File: config.mk
export PLATFORM = sky130hd
export DESIGN_NAME = flop_bank
export DESIGN_NICKNAME = d
export VERILOG_FILES = /design/src/rtl/flop_bank.sv
export SDC_FILE = /design/constraint.sdc
export NUM_CORES = 1
export LEC_CHECK = 0
export BUFFER_PORTS_ARGS = -buffer_cell sky130_fd_sc_hd__buf_2
export CORE_AREA = 5 5 62 64
export DETAILED_ROUTE_END_ITERATION = 7
export DIE_AREA = 0 0 67 69
export SYNTH_ARGS = -nofsm -noshare
export SYNTH_HDL_FRONTEND = slang
export SYNTH_SLANG_ARGS = --single-unit
File: constraint.sdc
create_clock -name flop_bank_CLOCK -period 1.1 [get_ports flop_bank_CLOCK]
set_clock_uncertainty 0.15 [all_clocks]
set_input_delay 0.22 -clock flop_bank_CLOCK [delete_from_list [all_inputs] [get_ports flop_bank_CLOCK]]
set_output_delay 0.22 -clock flop_bank_CLOCK [all_outputs]
set_load 0.1 [all_outputs]
File: src/rtl/flop_bank.sv
// flop_bank: a bank of WIDTH D flops with per-flop configurable use of a
// shared clock enable and a shared synchronous clear. The per-flop
// configuration lives in a 2*WIDTH-bit shift chain (ccff_head -> ccff_tail).
// The data flops can also be strung into a scan chain (SI -> Q[0] .. Q[W-1]).
module flop_bank #(
    parameter int WIDTH = 8
) (
    input  logic             flop_bank_CLOCK,
    input  logic             flop_bank_RESET,
    input  logic             config_enable,
    input  logic             scan_enable,
    input  logic [WIDTH-1:0] flop_bank_DIN,
    input  logic             flop_bank_ENABLE,
    input  logic             flop_bank_CLEAR,
    input  logic             flop_bank_SI,
    input  logic             ccff_head,
    output logic [WIDTH-1:0] flop_bank_Q,
    output logic             flop_bank_SO,
    output logic             ccff_tail
);

    localparam int CFG_W = 2 * WIDTH;

    // Configuration chain: even bits are EN_USE, odd bits are CLR_USE.
    logic [CFG_W-1:0] cfg_q;
    logic [CFG_W-1:0] cfg_d;
    logic [CFG_W-1:0] cfg_shift;

    // Data flops and the candidate next values for each operating mode.
    logic [WIDTH-1:0] q_q;
    logic [WIDTH-1:0] q_d;
    logic [WIDTH-1:0] scan_shift;
    logic [WIDTH-1:0] normal_next;

    // Per-flop configuration decoded out of the chain.
    logic [WIDTH-1:0] en_use;
    logic [WIDTH-1:0] clr_use;

    genvar gi;

    // New bits enter at cfg[0]; after 2*WIDTH edges the first bit sits at the tail.
    assign cfg_shift = {cfg_q[CFG_W-2:0], ccff_head};

    // Scan chain: SI feeds flop 0, each flop feeds the next one up.
    generate
        if (WIDTH == 1) begin : g_scan_single
            assign scan_shift = flop_bank_SI;
        end else begin : g_scan_multi
            assign scan_shift = {q_q[WIDTH-2:0], flop_bank_SI};
        end
    endgenerate

    // Per-flop normal-mode next state: clear beats enable, enable gates DIN.
    generate
        for (gi = 0; gi < WIDTH; gi++) begin : g_flop
            assign en_use[gi]  = cfg_q[2*gi];
            assign clr_use[gi] = cfg_q[2*gi+1];

            assign normal_next[gi] =
                (clr_use[gi] && flop_bank_CLEAR)   ? 1'b0              :
                (!en_use[gi] || flop_bank_ENABLE)  ? flop_bank_DIN[gi] :
                                                     q_q[gi];
        end
    endgenerate

    // Mode selection: configuration shift outranks scan, scan outranks normal.
    always_comb begin
        cfg_d = cfg_q;
        q_d   = q_q;
        if (config_enable) begin
            cfg_d = cfg_shift;
        end else if (scan_enable) begin
            q_d = scan_shift;
        end else begin
            q_d = normal_next;
        end
    end

    // State registers; the active-low reset wipes both data and configuration.
    always_ff @(posedge flop_bank_CLOCK) begin
        if (!flop_bank_RESET) begin
            cfg_q <= '0;
            q_q   <= '0;
        end else begin
            cfg_q <= cfg_d;
            q_q   <= q_d;
        end
    end

    // Outputs are straight taps of register bits, no extra stage.
    assign flop_bank_Q  = q_q;
    assign flop_bank_SO = q_q[WIDTH-1];
    assign ccff_tail    = cfg_q[CFG_W-1];

endmodule

==> flow_metrics.env, run 1 <==
export IMPL_status="finished, violations left"
export IMPL_violations="negative setup slack"
export IMPL_drv_cap=0
export IMPL_grt_pass1_wl_um=4520
export IMPL_worst_slew_pin_slew_ns=0.283
export IMPL_rrSetupSlack_ns=-0.03
export IMPL_synth_cell_types=12
export IMPL_pwr_share_comb_pct=29.5
export IMPL_p_switching_w=0.000612
export IMPL_rr_worst_depth=5
export IMPL_crit_reg2reg_launch="cfg_q[15]"
export IMPL_grt_pass1_vias=993
export IMPL_worstSetupPathType="reg2out"
export IMPL_fmaxAchievable_mhz=789
export IMPL_hp_class="in2reg"
export IMPL_cts_clk_slew_worst_paths_ns=0.14
export IMPL_finalPower_w=0.00187
export IMPL_p_leak_nw=0.848
export IMPL_setup_ws_ns=-0.168
export IMPL_nFillCells=288
export IMPL_worstSkewPairLatency_ns=0.31
export IMPL_min_from="flop_bank_SI"
export IMPL_clockRootBuffer="clkbuf_4"
export IMPL_period_needed_ns=1.27
export IMPL_ys_warn_count=0
export IMPL_routed_via_density=4.78
export IMPL_yosysSeqAreaShare_pct=39.7
export IMPL_hold_end="flop_bank_Q[0]"
export IMPL_ys_flop_type="dfxtp_1"
export IMPL_route_detailed_drc=0
export IMPL_synthTopCellsByArea="dfxtp_1 40%, mux2i_1 13%, a31oi_2 8.3%, nor2b_1 8.3%, o211ai_2 8.3%"
export IMPL_startpoint_type="flop"
export IMPL_post_drt_wl_per_cell_um=13.3
export IMPL_final_cells=210
export IMPL_grt_usage_pct=12.2
export IMPL_synth_top_cell_area_share_pct=39.7
export IMPL_path_buf_inv=1
export IMPL_die_h_um=69
export IMPL_clock_sinks=24
export IMPL_core_area_um2=3230
export IMPL_dr_pass1_iters=4
export IMPL_synth_commonest_cells="24 x dfxtp_1, 24 x nand2_1, 16 x mux2i_1, 16 x nor2b_1"
export IMPL_clockBufferDepth=2
export IMPL_finalMaxSlewViolations=0
export IMPL_r2r_end="flop_bank_Q[7]"
export IMPL_setup_tns_ns=-1.46
export IMPL_slew_headroom_pct=81.1
export IMPL_hold_viol_final=0
export IMPL_postRouteAntennaNets=0
export IMPL_worstPathMaxFanout=3
export IMPL_syn_area_um2=1210
export IMPL_path_delay_family="flip-flops"
export IMPL_switching_share_pct=32.7
export IMPL_vdd_drop_max_mv=0.751
export IMPL_fin_nets=181
export IMPL_grt_max_degree=25
export IMPL_antenna_found_initial=0
export IMPL_num_vias=1003
export IMPL_cpMaxStageDelayCell="dfxtp_4"
export IMPL_drt_wl_total_um=2780
export IMPL_post_place_ws_ns=-0.192
export IMPL_crit_chain="buf_12"
export IMPL_crit_arrival_ns=0.90
export IMPL_syn_mean_instance_area_um2=10.6
export IMPL_fin_crit_sh_pct=115
export IMPL_drt_iter0_markers=23
export IMPL_num_io_pins=26
export IMPL_rsz0062_at_grt="yes"
export IMPL_cts_made_buffers=3
export IMPL_areaGrowthSynthToFinish_pct=54.9
export IMPL_cp_end_kind="output pin"
export IMPL_synth_area_leader_cell="dfxtp_1"
export IMPL_io_buffer_count=25
export IMPL_seqPwrFrac_pct=49.0
export IMPL_dieWidth_um=67
export IMPL_p_per_area_nw_per_um2=999
export IMPL_gp_congestion=0.711
export IMPL_setup_violations=11
export IMPL_cpPeakStageDelay_ns=0.41
export IMPL_async_flop_share_pct=0
export IMPL_hpwl_um=2010
export IMPL_drive_gt1_share_pct=62.2
export IMPL_num_rows=21
export IMPL_grt_ovfl_total=0
export IMPL_dieArea_um2=4620
export IMPL_cp_required_ns=0.73
export IMPL_power_frac_clock_pct=21.5
export IMPL_p_int_w=0.00126
export IMPL_synth_edf_count=0
export IMPL_ys_ff_latch=24
export IMPL_synth_fp_nets=130
export IMPL_cts_tree="done"
export IMPL_syn_inst=114
export IMPL_holdPathStages=4
export IMPL_num_antenna_cells=0
export IMPL_initial_core_util_pct=37.4
export IMPL_dp_cells=198
export IMPL_cts_htree_levels=1
worst max path at each step:
stage | start | to | slack [ns] | cells past startpoint
6_report | flop_bank_Q[7] | flop_bank_SO | -0.17 | 1
5_1_grt | flop_bank_Q[7] | flop_bank_SO | -0.19 | 1
4_1_cts | flop_bank_Q[7] | flop_bank_SO | -0.17 | 1
3_5_place_dp | flop_bank_CLEAR | flop_bank_Q[4] | -0.19 | 5
3_3_place_gp | flop_bank_CLEAR | flop_bank_Q[7] | -0.15 | 6
2_1_floorplan | cfg_q[15] | flop_bank_Q[7] | -0.13 | 4
cells in the final DEF, fill, tap and decap left out:
| master | n |
|---|---|
| nor2b_1 | 16 |
| a31oi_2 | 3 |
| nand2_2 | 8 |
| nor2_8 | 1 |
| dlygate4sd3_1 | 1 |
| nand2_4 | 2 |
| o211ai_2 | 8 |
| o211a_1 | 8 |
| dfxtp_4 | 9 |
| buf_4 | 25 |
| clkinv_1 | 1 |
| buf_12 | 12 |
| mux2i_1 | 16 |
| nand2_1 | 14 |
| buf_2 | 15 |
| a31oi_4 | 5 |
| dfxtp_1 | 6 |
| clkbuf_4 | 3 |
| buf_6 | 2 |
| dfxtp_2 | 9 |
what timing repair did:
action                                  in CTS  in global routing
hold endpoints to repair                     0                  1
pin swaps                                    7                 10
hold buffers                                 0                  1
buffers inserted                             8                  0
resized for setup                            7                 16
endpoints found under the setup margin      17                 18
per-stage QoR:
step	utilization [%]	area, um^2	hold WS, ns
global route	58.0	1870	0.0895
finish	58.0	1870	0.0882
floorplan	-	1290	0.197
CTS	56.3	1820	0.00820
global placement	53.3	1720	0.335
detailed placement	53.3	1720	0.339
kinds of logic (layout without fill, tap and decap cells):
group | Yosys count | after routing | synth area share, %
flip-flops | 24 | 24 | 39.7
AO/OA/AOI/OAI | 24 | 24 | 23.2
buffers and inverters | 9 | 59 | 6.51
AND/OR/NAND/NOR | 41 | 41 | 17.4
multiplexers | 16 | 16 | 13.2
power groups by stage:
stage | clock network [W] | logic (W) | registers (W)
5_1_grt | 0.000450 | 0.000575 | 0.000921
3_5_place_dp | 0 | 0.000510 | 0.000943
2_1_floorplan | 0 | 0.000200 | 0.00108
6_report | 0.000403 | 0.000551 | 0.000917
4_1_cts | 0.000411 | 0.000542 | 0.000916
3_3_place_gp | 0 | 0.000503 | 0.000942
registers in the layout (all words and copies together), names as in the netlist:
register / cells
cfg_q: 16
flop_bank_Q: 8
routing by layer:
metal  GRT usage [%]  part of all wire, %
met5               0                    0
met2            20.6                   50
met1            15.8                   46
met4            2.70                 0.65
met3            2.44                  3.6
area by class of cell:
type	count	area, um^2	area share, %
clock buffer	3	22.5	1.20
clock inverter	1	3.75	0.200
multi-input combinational	81	729	38.9
sequential	24	526	28.0
tap	46	57.6	3.07
timing repair buffer	55	536	28.6
No activity file was read; power rests on OpenSTA's default activity.
==> run 2: changes to the inputs <==
- CORE_AREA: 5 5 62 64 -> 5 5 56 71
- DIE_AREA: 0 0 67 69 -> 0 0 61 76
- SETUP_SLACK_MARGIN: not set -> 0.4
- clock period: 1.1 -> 1.5 ns (I/O delays scaled with it)
==> run 2 against run 1 <==
  * The run now ends clean
  * Cell area down 2.2%
  * First-iteration DRC count fell by 43%
  * Global-route usage is 0.18 points lower
  * Sequential power decreased by 27%
  * Hold slack improved by 0.065 ns
  * Combinational power is 27% lower
  * Wire length shrank 2.8%
  * Non-clock buffer count down 11
  * Cell count is 8.6% lower
  * Worst setup slack better by 0.40 ns
  * Power fell by 20%
  * Sequential cell count stayed put
==> flow_metrics.env, run 2 (synthesized netlist as in run 1, its figures left out) <==
export IMPL_fin_nets=170
export IMPL_cts_clk_slew_worst_paths_ns=0.08
export IMPL_drt_iter0_markers=13
export IMPL_num_rows=24
export IMPL_slew_headroom_pct=74.1
export IMPL_areaGrowthSynthToFinish_pct=51.5
export IMPL_drt_wl_total_um=2710
export IMPL_grt_pass1_vias=970
export IMPL_finalInstanceArea_um2=1830
export IMPL_p_switching_w=0.000442
export IMPL_crit_chain="buf_12"
export IMPL_clock_sinks=24
export IMPL_drive_gt1_share_pct=58.2
export IMPL_final_cell_mix="17 x buf_4, 16 x nand2_1, 16 x mux2i_1, 16 x nor2b_1, 14 x buf_2"
export IMPL_startpoint_type="flop"
export IMPL_rsz0062_at_grt="yes"
export IMPL_route_detailed_drc=0
export IMPL_vdd_drop_max_mv=0.480
export IMPL_path_buf_inv=1
export IMPL_nFillCells=290
export IMPL_seqPwrFrac_pct=44.8
export IMPL_power_frac_clock_pct=28.3
export IMPL_worstSkewPairLatency_ns=0.26
export IMPL_cpPeakStageDelay_ns=0.38
export IMPL_die_h_um=76
export IMPL_final_util_pct=55.5
export IMPL_grt_pass1_wl_um=4350
export IMPL_finalMaxSlewViolations=0
export IMPL_final_cells=192
export IMPL_grt_max_degree=25
export IMPL_dp_cells=171
export IMPL_finalPower_w=0.00150
export IMPL_cpMaxStageDelayCell="dfxtp_4"
export IMPL_hold_viol_final=0
export IMPL_period_needed_ns=1.27
export IMPL_pwr_share_comb_pct=26.9
export IMPL_grt_ovfl_total=0
export IMPL_p_per_area_nw_per_um2=816
export IMPL_drv_cap=0
export IMPL_path_delay_family="flip-flops"
export IMPL_gp_congestion=0.675
export IMPL_status="completed"
export IMPL_largest_register_ffs=16
export IMPL_dr_pass1_iters=4
export IMPL_worstPathMaxFanout=3
export IMPL_setup_violations=0
export IMPL_place_area_um2=1540
export IMPL_clockBufferDepth=2
export IMPL_dieArea_um2=4640
export IMPL_post_drt_wl_per_cell_um=14.1
export IMPL_cts_htree_levels=1
export IMPL_num_vias=961
export IMPL_cp_required_ns=1.05
export IMPL_fmaxAchievable_mhz=788
export IMPL_num_io_pins=26
export IMPL_io_buffer_count=25
export IMPL_num_antenna_cells=0
export IMPL_dieWidth_um=61
export IMPL_routed_via_density=5.01
export IMPL_antenna_found_initial=0
export IMPL_cts_tree="done"
export IMPL_hp_class="in2reg"
export IMPL_p_leak_nw=0.831
export IMPL_layout_commonest_cell="buf_4"
export IMPL_switching_share_pct=29.6
export IMPL_cts_made_buffers=3
export IMPL_setup_tns_ns=0
export IMPL_crit_arrival_ns=0.82
export IMPL_worstSetupPathType="reg2out"
export IMPL_hpwl_um=1790
export IMPL_core_area_um2=3300
export IMPL_fin_crit_sh_pct=84.6
export IMPL_worst_slew_pin_slew_ns=0.389
export IMPL_ctsHoldBuffers=0
export IMPL_clockRootBuffer="clkbuf_8"
export IMPL_cp_end_kind="output pin"
export IMPL_initial_core_util_pct=36.6
export IMPL_p_int_w=0.00105
export IMPL_grt_usage_pct=12.1
export IMPL_postRouteAntennaNets=0
export IMPL_largest_register="cfg_q"
## run 2: changes by cell type in the layout (fill, tap and decap cells not counted), sizes merged
cell | before | now
dlygate4sd3 | 1 | 0
clkinv | 1 | 0
clkbuf | 3 | 5
buf | 54 | 43
## run 2: what timing repair did
action / 4_1_cts / 5_1_grt
setup buffers: 9 / 8
endpoints found under the hold margin: 0 / 0
endpoints found under the setup margin: 17 / 18
gates cloned: 0 / 0
pin swaps: 6 / 7
gates resized for setup: 11 / 16
## run 2: final cells by class
type | instances | area (um^2) | share of cell area [%]
Sequential cell | 24 | 523 | 28.5
Timing Repair Buffer | 44 | 445 | 24.3
Multi-Input combinational cell | 81 | 761 | 41.5
Clock buffer | 4 | 55.1 | 3.00
Tap cell | 39 | 48.8 | 2.66
## run 2: per-layer routing
layer	global-route usage [%]	vias up	part of all wire [%]
met1	15.0	465	41
li1	-	482	-
met4	4.56	0	0.81
met5	0	-	0
met3	2.03	2	3.4
met2	20.1	12	55
## run 2: stage by stage
step / worst slack (ns) / hold WS [ns]
3_3_place_gp: 0.151 / 0.369
2_1_floorplan: 0.273 / 0.277
4_1_cts: 0.217 / 0.160
6_report: 0.231 / 0.154
5_1_grt: 0.192 / 0.221
3_5_place_dp: 0.128 / 0.376
## run 2: power groups by stage
| stage | clock (W) | combinational [W] | sequential, W |
|---|---|---|---|
| final | 0.000423 | 0.000402 | 0.000670 |
| after global routing | 0.000466 | 0.000420 | 0.000674 |
| after CTS | 0.000443 | 0.000374 | 0.000672 |
| after detailed placement | 0 | 0.000350 | 0.000695 |
| after global placement | 0 | 0.000346 | 0.000695 |
| after floorplan | 0 | 0.000147 | 0.000794 |
## run 2: tightest hold or removal path, cell delays in order
cell     delay (ns)
buf_2          0.08
mux2i_1        0.06
nor2b_1        0.09
## run 2: path summary, 6_finish.rpt
path,start,endpoint,slack (ns),depth (start not counted)
worst max-delay path,flop_bank_Q[7],flop_bank_Q[7],0.23,1
worst min-delay path,ccff_head,cfg_q[0],0.15,3
worst max register to register,cfg_q[15],flop_bank_Q[7],0.35,5
worst min register to register,cfg_q[11],cfg_q[11],0.39,2
